## config.mk

```make
export PLATFORM = sky130hd
export DESIGN_NAME = dlsc_pcie_s6_outbound_read_alloc
export DESIGN_NICKNAME = d
export VERILOG_FILES = /design/src/rtl/dlsc_pcie_s6_outbound_read_alloc.sv
export SDC_FILE = /design/constraint.sdc
export NUM_CORES = 1
export LEC_CHECK = 0
export CAP_MARGIN = 20
export CELL_PAD_IN_SITES_DETAIL_PLACEMENT = 0
export CELL_PAD_IN_SITES_GLOBAL_PLACEMENT = 1
export CORE_MARGIN = 2
export CORE_UTILIZATION = 37
export CTS_BUF_LIST = sky130_fd_sc_hd__clkbuf_8
export DETAILED_ROUTE_END_ITERATION = 7
export GPL_TIMING_DRIVEN = 0
export PLACE_DENSITY = 0.79
export REMOVE_ABC_BUFFERS = 1
export SYNTH_ARGS = -nofsm -noshare
export SYNTH_HDL_FRONTEND = slang
export SYNTH_SLANG_ARGS = --single-unit
export TNS_END_PERCENT = 20
```

## constraint.sdc

```tcl
create_clock -name clk -period 5.45 [get_ports clk]
set_clock_uncertainty 0.2 [all_clocks]
set_input_delay 0.545 -clock clk [delete_from_list [all_inputs] [get_ports clk]]
set_output_delay 0.545 -clock clk [all_outputs]
set_load 0.005 [all_outputs]
```

## src/rtl/dlsc_pcie_s6_outbound_read_alloc.sv

```systemverilog
// dlsc_pcie_s6_outbound_read_alloc: reserves a PCIe tag and read-buffer dwords per AXI read command, then issues the read request descriptor
// Ports: axi_ar_* command in; buf_ar_* length push to the read buffer; alloc_* tag-memory write and init;
// dealloc_* freed tag/dword pulses; tlp_* request descriptor out; rd_busy/rd_disable control.
// `define DLSC_PCIE_S6_RD_ALLOC_PIPE_EN registers the resource comparisons (one extra ST_ALLOC cycle).
module dlsc_pcie_s6_outbound_read_alloc #(
  parameter int ADDR = 32,
  parameter int LEN  = 4,
  parameter int TAG  = 5,
  parameter int BUFA = 9
) (
  input  logic            clk,
  input  logic            rst,
  output logic            axi_ar_ready,
  input  logic            axi_ar_valid,
  input  logic [ADDR-1:0] axi_ar_addr,
  input  logic [LEN-1:0]  axi_ar_len,
  input  logic            buf_ar_ready,
  output logic            buf_ar_valid,
  output logic [LEN-1:0]  buf_ar_len,
  output logic            alloc_init,
  output logic            alloc_valid,
  output logic [TAG:0]    alloc_tag,
  output logic [BUFA:0]   alloc_bufa,
  input  logic            dealloc_tag,
  input  logic            dealloc_data,
  input  logic            tlp_ready,
  output logic            tlp_valid,
  output logic [ADDR-3:0] tlp_addr,
  output logic [LEN:0]    tlp_len,
  output logic [TAG-1:0]  tlp_tag,
  output logic            rd_busy,
  input  logic            rd_disable
);
  typedef enum logic [1:0] {ST_INIT, ST_IDLE, ST_ALLOC, ST_REQ} state_t;
  localparam logic [TAG:0]  TAGS   = {1'b1, {TAG{1'b0}}};
  localparam logic [BUFA:0] DWORDS = {1'b1, {BUFA{1'b0}}};
  state_t state, state_n;
  logic [TAG:0] tags_free;
  logic [BUFA:0] data_free, need;
  logic res_ok, ok, addr_unused;
  assign addr_unused = ^axi_ar_addr[1:0];
  // buf_ar_len doubles as the latched burst length of the command in flight
  assign need = {{(BUFA+1-LEN){1'b0}}, buf_ar_len} + {{BUFA{1'b0}}, 1'b1};
`ifdef DLSC_PCIE_S6_RD_ALLOC_PIPE_EN
  // Stale-by-one comparison is safe: only an allocation lowers the counters, and it leaves ST_ALLOC
  logic res_ok_r, alloc_wait;
  always_ff @(posedge clk or posedge rst)
    if (rst) begin
      res_ok_r   <= 1'b0;
      alloc_wait <= 1'b0;
    end else begin
      res_ok_r   <= (tags_free != '0) && (data_free >= need);
      alloc_wait <= state == ST_ALLOC;
    end
  assign res_ok = res_ok_r && alloc_wait;
`else
  assign res_ok = (tags_free != '0) && (data_free >= need);
`endif
  assign ok = res_ok && buf_ar_ready;
  always_ff @(posedge clk or posedge rst)
    if (rst) state <= ST_INIT;
    else     state <= state_n;
  always_comb begin
    state_n = (state == ST_INIT) ? ST_IDLE :
              (state == ST_IDLE  && axi_ar_valid && !rd_disable) ? ST_ALLOC :
              (state == ST_ALLOC && ok) ? ST_REQ :
              (state == ST_REQ   && tlp_ready) ? ST_IDLE : state;
  end
  always_comb begin
    alloc_init   = state == ST_INIT;
    axi_ar_ready = (state == ST_IDLE) && !rd_disable;
    alloc_valid  = (state == ST_ALLOC) && ok;
    buf_ar_valid = (state == ST_ALLOC) && ok;
    tlp_valid    = state == ST_REQ;
  end
  always_ff @(posedge clk or posedge rst)
    if (rst) begin
      tlp_addr   <= '0;
      tlp_len    <= '0;
      tlp_tag    <= '0;
      buf_ar_len <= '0;
      alloc_tag  <= '0;
      alloc_bufa <= '0;
      tags_free  <= TAGS;
      data_free  <= DWORDS;
      rd_busy    <= 1'b0;
    end else begin
      if (axi_ar_valid && axi_ar_ready) begin
        tlp_addr   <= axi_ar_addr[ADDR-1:2];
        tlp_len    <= {1'b0, axi_ar_len} + {{LEN{1'b0}}, 1'b1};
        buf_ar_len <= axi_ar_len;
      end
      if (alloc_valid) begin
        tlp_tag    <= alloc_tag[TAG-1:0];
        alloc_tag  <= alloc_tag + {{TAG{1'b0}}, 1'b1};
        alloc_bufa <= alloc_bufa + need;
      end
      tags_free <= tags_free + {{TAG{1'b0}}, dealloc_tag} - {{TAG{1'b0}}, alloc_valid};
      data_free <= data_free + {{BUFA{1'b0}}, dealloc_data} - (alloc_valid ? need : '0);
      rd_busy   <= (state != ST_IDLE) || (tags_free != TAGS) || (data_free != DWORDS);
    end
endmodule

```

; Yosys cells after proc, flatten, opt, wreduce, memory -nomap -nowiden
; Cells that the tools add are included.
[word_totals]
register_bits = 79
inputBits = 44
[op_classes]
n_lt_le_gt_ge = 1
add_sub_neg = 8
n_eq_ne = 6
muxes = 5
reduce_logical = 14
[op_table]
columns = op, n
row1 = $add A10 B1 Y10, 1
row2 = $add A10 B5 Y10, 1
row3 = $add A4 B1 Y5 const B, 2
row4 = $ge A10 B5 Y1, 1
row5 = $ne A10 B10 Y1 const B, 1
row6 = $sub A10 B5 Y10, 1
row7 = $logic_and A1 B1 Y1, 8
row8 = $mux W2, 4
row9 = $add A6 B1 Y6, 1
row10 = $add A6 B1 Y6 const B, 1
row11 = $ne A6 B6 Y1 const B, 1
row12 = $reduce_bool A6 Y1, 1
row13 = $sub A6 B1 Y6, 1
row14 = $mux W5, 1
row15 = $eq A2 B2 Y1 const B, 2
row16 = $reduce_bool A4 Y1, 1
row17 = $eq A2 B1 Y1 const B, 1
row18 = $logic_not A2 Y1, 1
row19 = $logic_or A1 B1 Y1, 2
row20 = $ne A2 B1 Y1 const B, 1
row21 = $logic_not A1 Y1, 1

; Depth between registers and ports, before layout
[logic_depth]
depth_word = 8
mapped_depth = 22
ltp_nobuf = 20

; Worst setup path before layout
; No wires, ideal clock.
[synth_path]
path_type = register to register
startpoint = reg buf_ar_len[0]
endpoint = reg data_free[8]
setup_time_ps = 80
t_required_ps = 5170
arrival_ps = 3702
period_less_slack_ps = 3982
path_stages_with_launch = 20
setup_slack_ps = 1468
path_buffers = 1
cell_sequence = dfrtp_1 -> ha_1 -> xor2_1 -> inv_1 -> ha_1 -> nand2_1 -> o21ai_1 -> nand4_1 -> a31o_4 -> inv_1 -> buf_4 -> nand2_1 -> ha_1 -> ha_1 -> nor2b_4 -> o21ai_2 -> a21boi_2 -> or4_4 -> a21oi_2 -> xnor2_1
[synth_via]
elab_chain_len = 7
[synth_rtl]
columns = element, line
row1 = "start, declared", 19  ; output logic [LEN-1:0] buf_ar_len,
row2 = "start signal, assigned", 91  ; buf_ar_len <= axi_ar_len;
row3 = $add A4 B1 Y5, 43  ; assign need = {{(BUFA+1-LEN){1'b0}}, buf_ar_len} + {{BUFA{1'b0}}, 1'b1};
row4 = $ge A10 B5 Y1, 57  ; assign res_ok = (tags_free != '0) && (data_free >= need);
row5 = $logic_and A1 B1 Y1, 57
row6 = $logic_and A1 B1 Y1, 59  ; assign ok = res_ok && buf_ar_ready;
row7 = $logic_and A1 B1 Y1, 72  ; alloc_valid = (state == ST_ALLOC) && ok;
row8 = via alloc_valid, 21  ; output logic alloc_valid,
row9 = $mux W5, 99  ; data_free <= data_free + {{BUFA{1'b0}}, dealloc_data} - (alloc_valid ? need : '0);
row10 = $sub A10 B5 Y10, 99
row11 = "end signal, assigned", 99
row12 = "end, declared", 39  ; logic [BUFA:0] data_free, need;
; The timed path passes the listed nets, and every way through them passes these cells.
; A chain may end at the register's enable or synchronous reset.

; Final worst setup path
[layout_path]
startpoint = reg buf_ar_len[0]
endpoint = reg data_free[8]
[layout_via]
elab_chain_len = 7
[layout_rtl]
columns = element, line
row1 = $add A4 B1 Y5 (*), 43
row2 = $ge A10 B5 Y1, 57
row3 = $logic_and A1 B1 Y1, 57
row4 = $logic_and A1 B1 Y1, 59
row5 = $logic_and A1 B1 Y1, 72
row6 = $mux W5 (*), 99
row7 = $sub A10 B5 Y10 (*), 99
; Every way passes the cells marked *; elsewhere a longest branch is shown, timed or not.

==> PnR_summary.wiki <==
{| class="wikitable"
! Metric !! Value
|-
| Status || finished, final reports clean
|-
| Fmax achieved || about 0.22 GHz
|-
| Final clock period utilization by the worst path || 84.69%
|-
| Mapped Avg Cell Area || 9.486 sq um
|-
| Critical setup path kind || register to register
|-
| Critical path launch point type || register
|-
| Final std cell area, no fill || 0.005470 sq mm
|-
| Unrepaired setup endpoints after global routing || false
|-
| Number of max-cap violations || 0
|-
| Clock latency on the worst-skew pair || roughly 360 ps
|-
| Post-cts hold buffer count || 0
|-
| PnR Total Power || around 2.9 mW
|-
| Deepest clock path buffer count || 2
|-
| Clock sink count || 79
|-
| Commonest register cell after synthesis || dfrtp_1
|-
| Synth Register Bits || 79
|-
| Largest family of logic cells by synthesized area || simple AND/OR/NAND/NOR gates
|-
| Cell area after synthesis || 0.004031 sq mm
|-
| Clock slew at the register clock pins of the worst setup and hold paths || 90 ps
|-
| Buffers added on ports || 107
|-
| HPWL reported at the end of detailed placement || roughly 6.4 mm
|-
| Antenna violations before repair || 0
|-
| Die Area || 0.01175 sq mm
|-
| Gate power share || 50.1%
|-
| Die outline width || between 100 and 150 um
|-
| Standard-cell row count || 38
|-
| Most frequent standard cell in the layout excluding fill and tap cells || nand2_1
|-
| CTS tree || yes
|-
| Adder-Cell Fraction of Synth Area || 14.21%
|-
| Proportion of total power due to net switching || 37.01%
|-
| Register-to-register setup slack || roughly 830 ps
|-
| Share of power burned in the clock network || 15.8%
|-
| Vertical die dimension || 108.4 um
|-
| Clock Root Buffer || clkbuf_8
|-
| Path class of the lowest-slack min-delay path || register to register
|-
| Synth-to-Final Area Change || 35.69%
|-
| Data arrival time of the critical path || 4700 ps
|-
| Inserted Diodes || 0
|-
| Setup Buffers After CTS || 0
|-
| Hold slack final || 265.7 ps
|-
| Slew Limit Fails || 0
|-
| Detailed-routing iteration count for the pre-antenna-repair pass || 4
|-
| Fillers || roughly 1,000
|-
| Max VDD drop || slightly below 0.2 mV
|-
| Total wire length after detailed routing || 8.706 mm
|-
| Endpoint type of the worst setup path || register
|-
| Post-synthesis xor/xnor area fraction || a little over 6%
|-
| Number of enable-type register cells in the synthesized netlist || 0
|-
| Synth cell types || 39
|-
| Area of all sequential standard cells || 0.001979 sq mm
|-
| Commonest cells after routing, fill and taps aside || nand2_1 (151), clkdlybuf4s50_1 (107), dfrtp_1 (77)
|-
| Global-route wire length before repair || 14.91 mm
|-
| Total count of hold-check failures in the final report || 0
|-
| CTS H-Tree Depth || 3
|-
| Via-to-Cell Ratio || approximately 4.6
|-
| Fraction of the mapped netlist area in compound gates || 5.835%
|-
| Power density over cell area || 524.3 mW/mm^2
|-
| Proportion of layout cells with a drive suffix above 1 || 5.390%
|-
| Pin count of the biggest net entering global routing || 53
|-
| Standard cell area after detailed placement || around 0.0053 sq mm
|-
| Area fraction in and, or, nand and nor cells after synthesis || 20.17%
|-
| Critical Path RT || approximately 5500 ps
|-
| Starting density of the core || 37.52%
|-
| Number of cells produced by synthesis || 425
|-
| Pin slew with the least headroom to its limit || ~800 ps
|-
| Biggest fanout along the worst timing path || 24
|-
| Reg power frac || 34.2%
|-
| Post-DR wirelength/cell || about 13 um
|-
| Worst slew margin || between 40% and 50%
|-
| Fraction of synthesis flops using an asynchronous set or reset pin || between 90% and 100%
|-
| Final sum of negative setup slack || 0 ps
|-
| Boundary Pins || between 100 and 150
|-
| Floorplan Core Area || between 0.01 and 0.015 sq mm
|-
| Worst hold path cell count || 1
|-
| Remaining DRCs || 0
|-
| Cts bufs inserted || 9
|-
| Sw Pwr || 1.061 mW
|-
| Number of nets in the finished design || 621
|-
| Multiplexer fraction of the synthesized cell area || 0%
|-
| Overall track demand over capacity in global routing || between 10% and 20%
|-
| Iteration-0 DRC Markers || 70
|-
| Via count || 3,119
|-
| Post-cts sizing count || 0
|-
| Via count of the first global-routing pass || 3,232
|-
| GRT Residual Overflow || 0
|-
| Internal Pwr Total || approximately 1.8 mW
|-
| Leakage power total || approximately 2.7 nW
|-
| Crit path time final || 4615 ps
|-
| Antenna viol nets, final || 0
|-
| Portion of the post-synthesis area used by sequential elements || about half
|-
| R2r worst-path depth || 18
|-
| Yosys synthesis warning count || 0
|-
| Routability-driven placement congestion ratio || roughly 0.76
|-
| Setup violators final || 0
|-
| Multi-input gate area || 0.001869 sq mm
|}
## cell usage after synthesis, drive strengths merged (2+ instances only)
master  count  share of area, %
nor3        3              0.37
xnor2      16               3.5
clkbuf      4              0.37
a21o        3              0.56
inv        31               2.9
nand3       9               1.1
nor4        2              0.47
nand2     152                14
nor2b       2              0.50
nor2       15               1.4
nand4       3              0.47
buf         8               1.3
and2        2              0.31
o21ai      12               1.6
xor2       12               2.6
o21bai      4              0.74
ha         41                13
fa          3               1.5
dfstp       2               1.3
dfrtp      77                48
o21a        2              0.37
nor3b       2              0.37
or4         2              0.47
a21oi      11               1.5
## sequential cells by signal, indices dropped and copies added (netlist names)
name	flops
tlp_len	5
tags_free	6
tlp_addr	30
rd_busy	1
alloc_tag	6
buf_ar_len	4
alloc_bufa	10
data_free	10
tlp_tag	5
state	2
## power groups by stage
stage	sequential (mW)	combinational [mW]	clock, mW
4_1_cts	0.983	1.46	0.471
3_5_place_dp	0.992	1.45	0
6_report	0.980	1.44	0.452
2_1_floorplan	0.973	0.889	0
3_3_place_gp	0.982	1.40	0
5_1_grt	1.02	1.65	0.495
## final timing paths
path	startpoint	endpoint
worst min register to register	alloc_bufa[9]$_DFFE_PP0N_	alloc_bufa[9]$_DFFE_PP0N_
worst max-delay path	buf_ar_len[0]$_DFFE_PP0P_	data_free[8]$_DFF_PP0_
max in group asynchronous	rst	tags_free[5]$_DFF_PP1_
worst min-delay path	alloc_bufa[9]$_DFFE_PP0N_	alloc_bufa[9]$_DFFE_PP0N_
min in group asynchronous	rst	tlp_addr[13]$_DFFE_PP0P_
worst max register to register	buf_ar_len[0]$_DFFE_PP0P_	data_free[8]$_DFF_PP0_
## routing by layer
layer | up-vias | share of wire, % | global-route usage [%]
met4 | 0 | 1.5 | 6.044
met5 | - | 0 | 0
met2 | 67 | 48 | 25.92
met1 | 1469 | 43 | 20.23
met3 | 10 | 7.3 | 5.666
li1 | 1573 | - | -
## critical path, cell delays in order, from the launching register on
cell and delay, ps:
dfrtp_1 450, ha_1 240, xor2_1 220, inv_1 70
ha_1 290, nand2_1 50, o21ai_1 140, nand4_1 130
a31o_4 350, inv_1 500, nand2_1 110, ha_1 300
ha_1 360, nor2b_4 150, o21ai_2 160, a21boi_2 90
or4_4 430, a21oi_2 160, xnor2_1 120
## per-stage QoR
| stage | worst slack [ps] | utilization (%) | std cells |
|---|---|---|---|
| global route | 470.6 | 50.91 | 678 |
| global placement | 790.8 | 48.47 | 660 |
| detailed placement | 792.9 | 49.03 | 662 |
| finish | 834.6 | 50.91 | 678 |
| floorplan | 1350 | - | 413 |
| CTS | 775.9 | 50.91 | 678 |
## cell families (layout without fill, tap and decap cells)
group           after synthesis  count (layout)
simple gates                195             195
flops                        79              79
fa+ha+maj                    44              44
buf+inv                      43             156
compound gates               36              36
xor+xnor                     28              28
## area by class of cell
cell class / instances / share of cell area [%]
repair buffers: 109 / 20.59
well taps: 140 / 3.202
clock inverters: 7 / 1.418
flip-flops and latches: 79 / 36.18
multi-input cells: 303 / 34.17
inverters: 31 / 2.173
clock buffers: 9 / 2.264
Note: power is estimated with default switching activity, not from simulation.
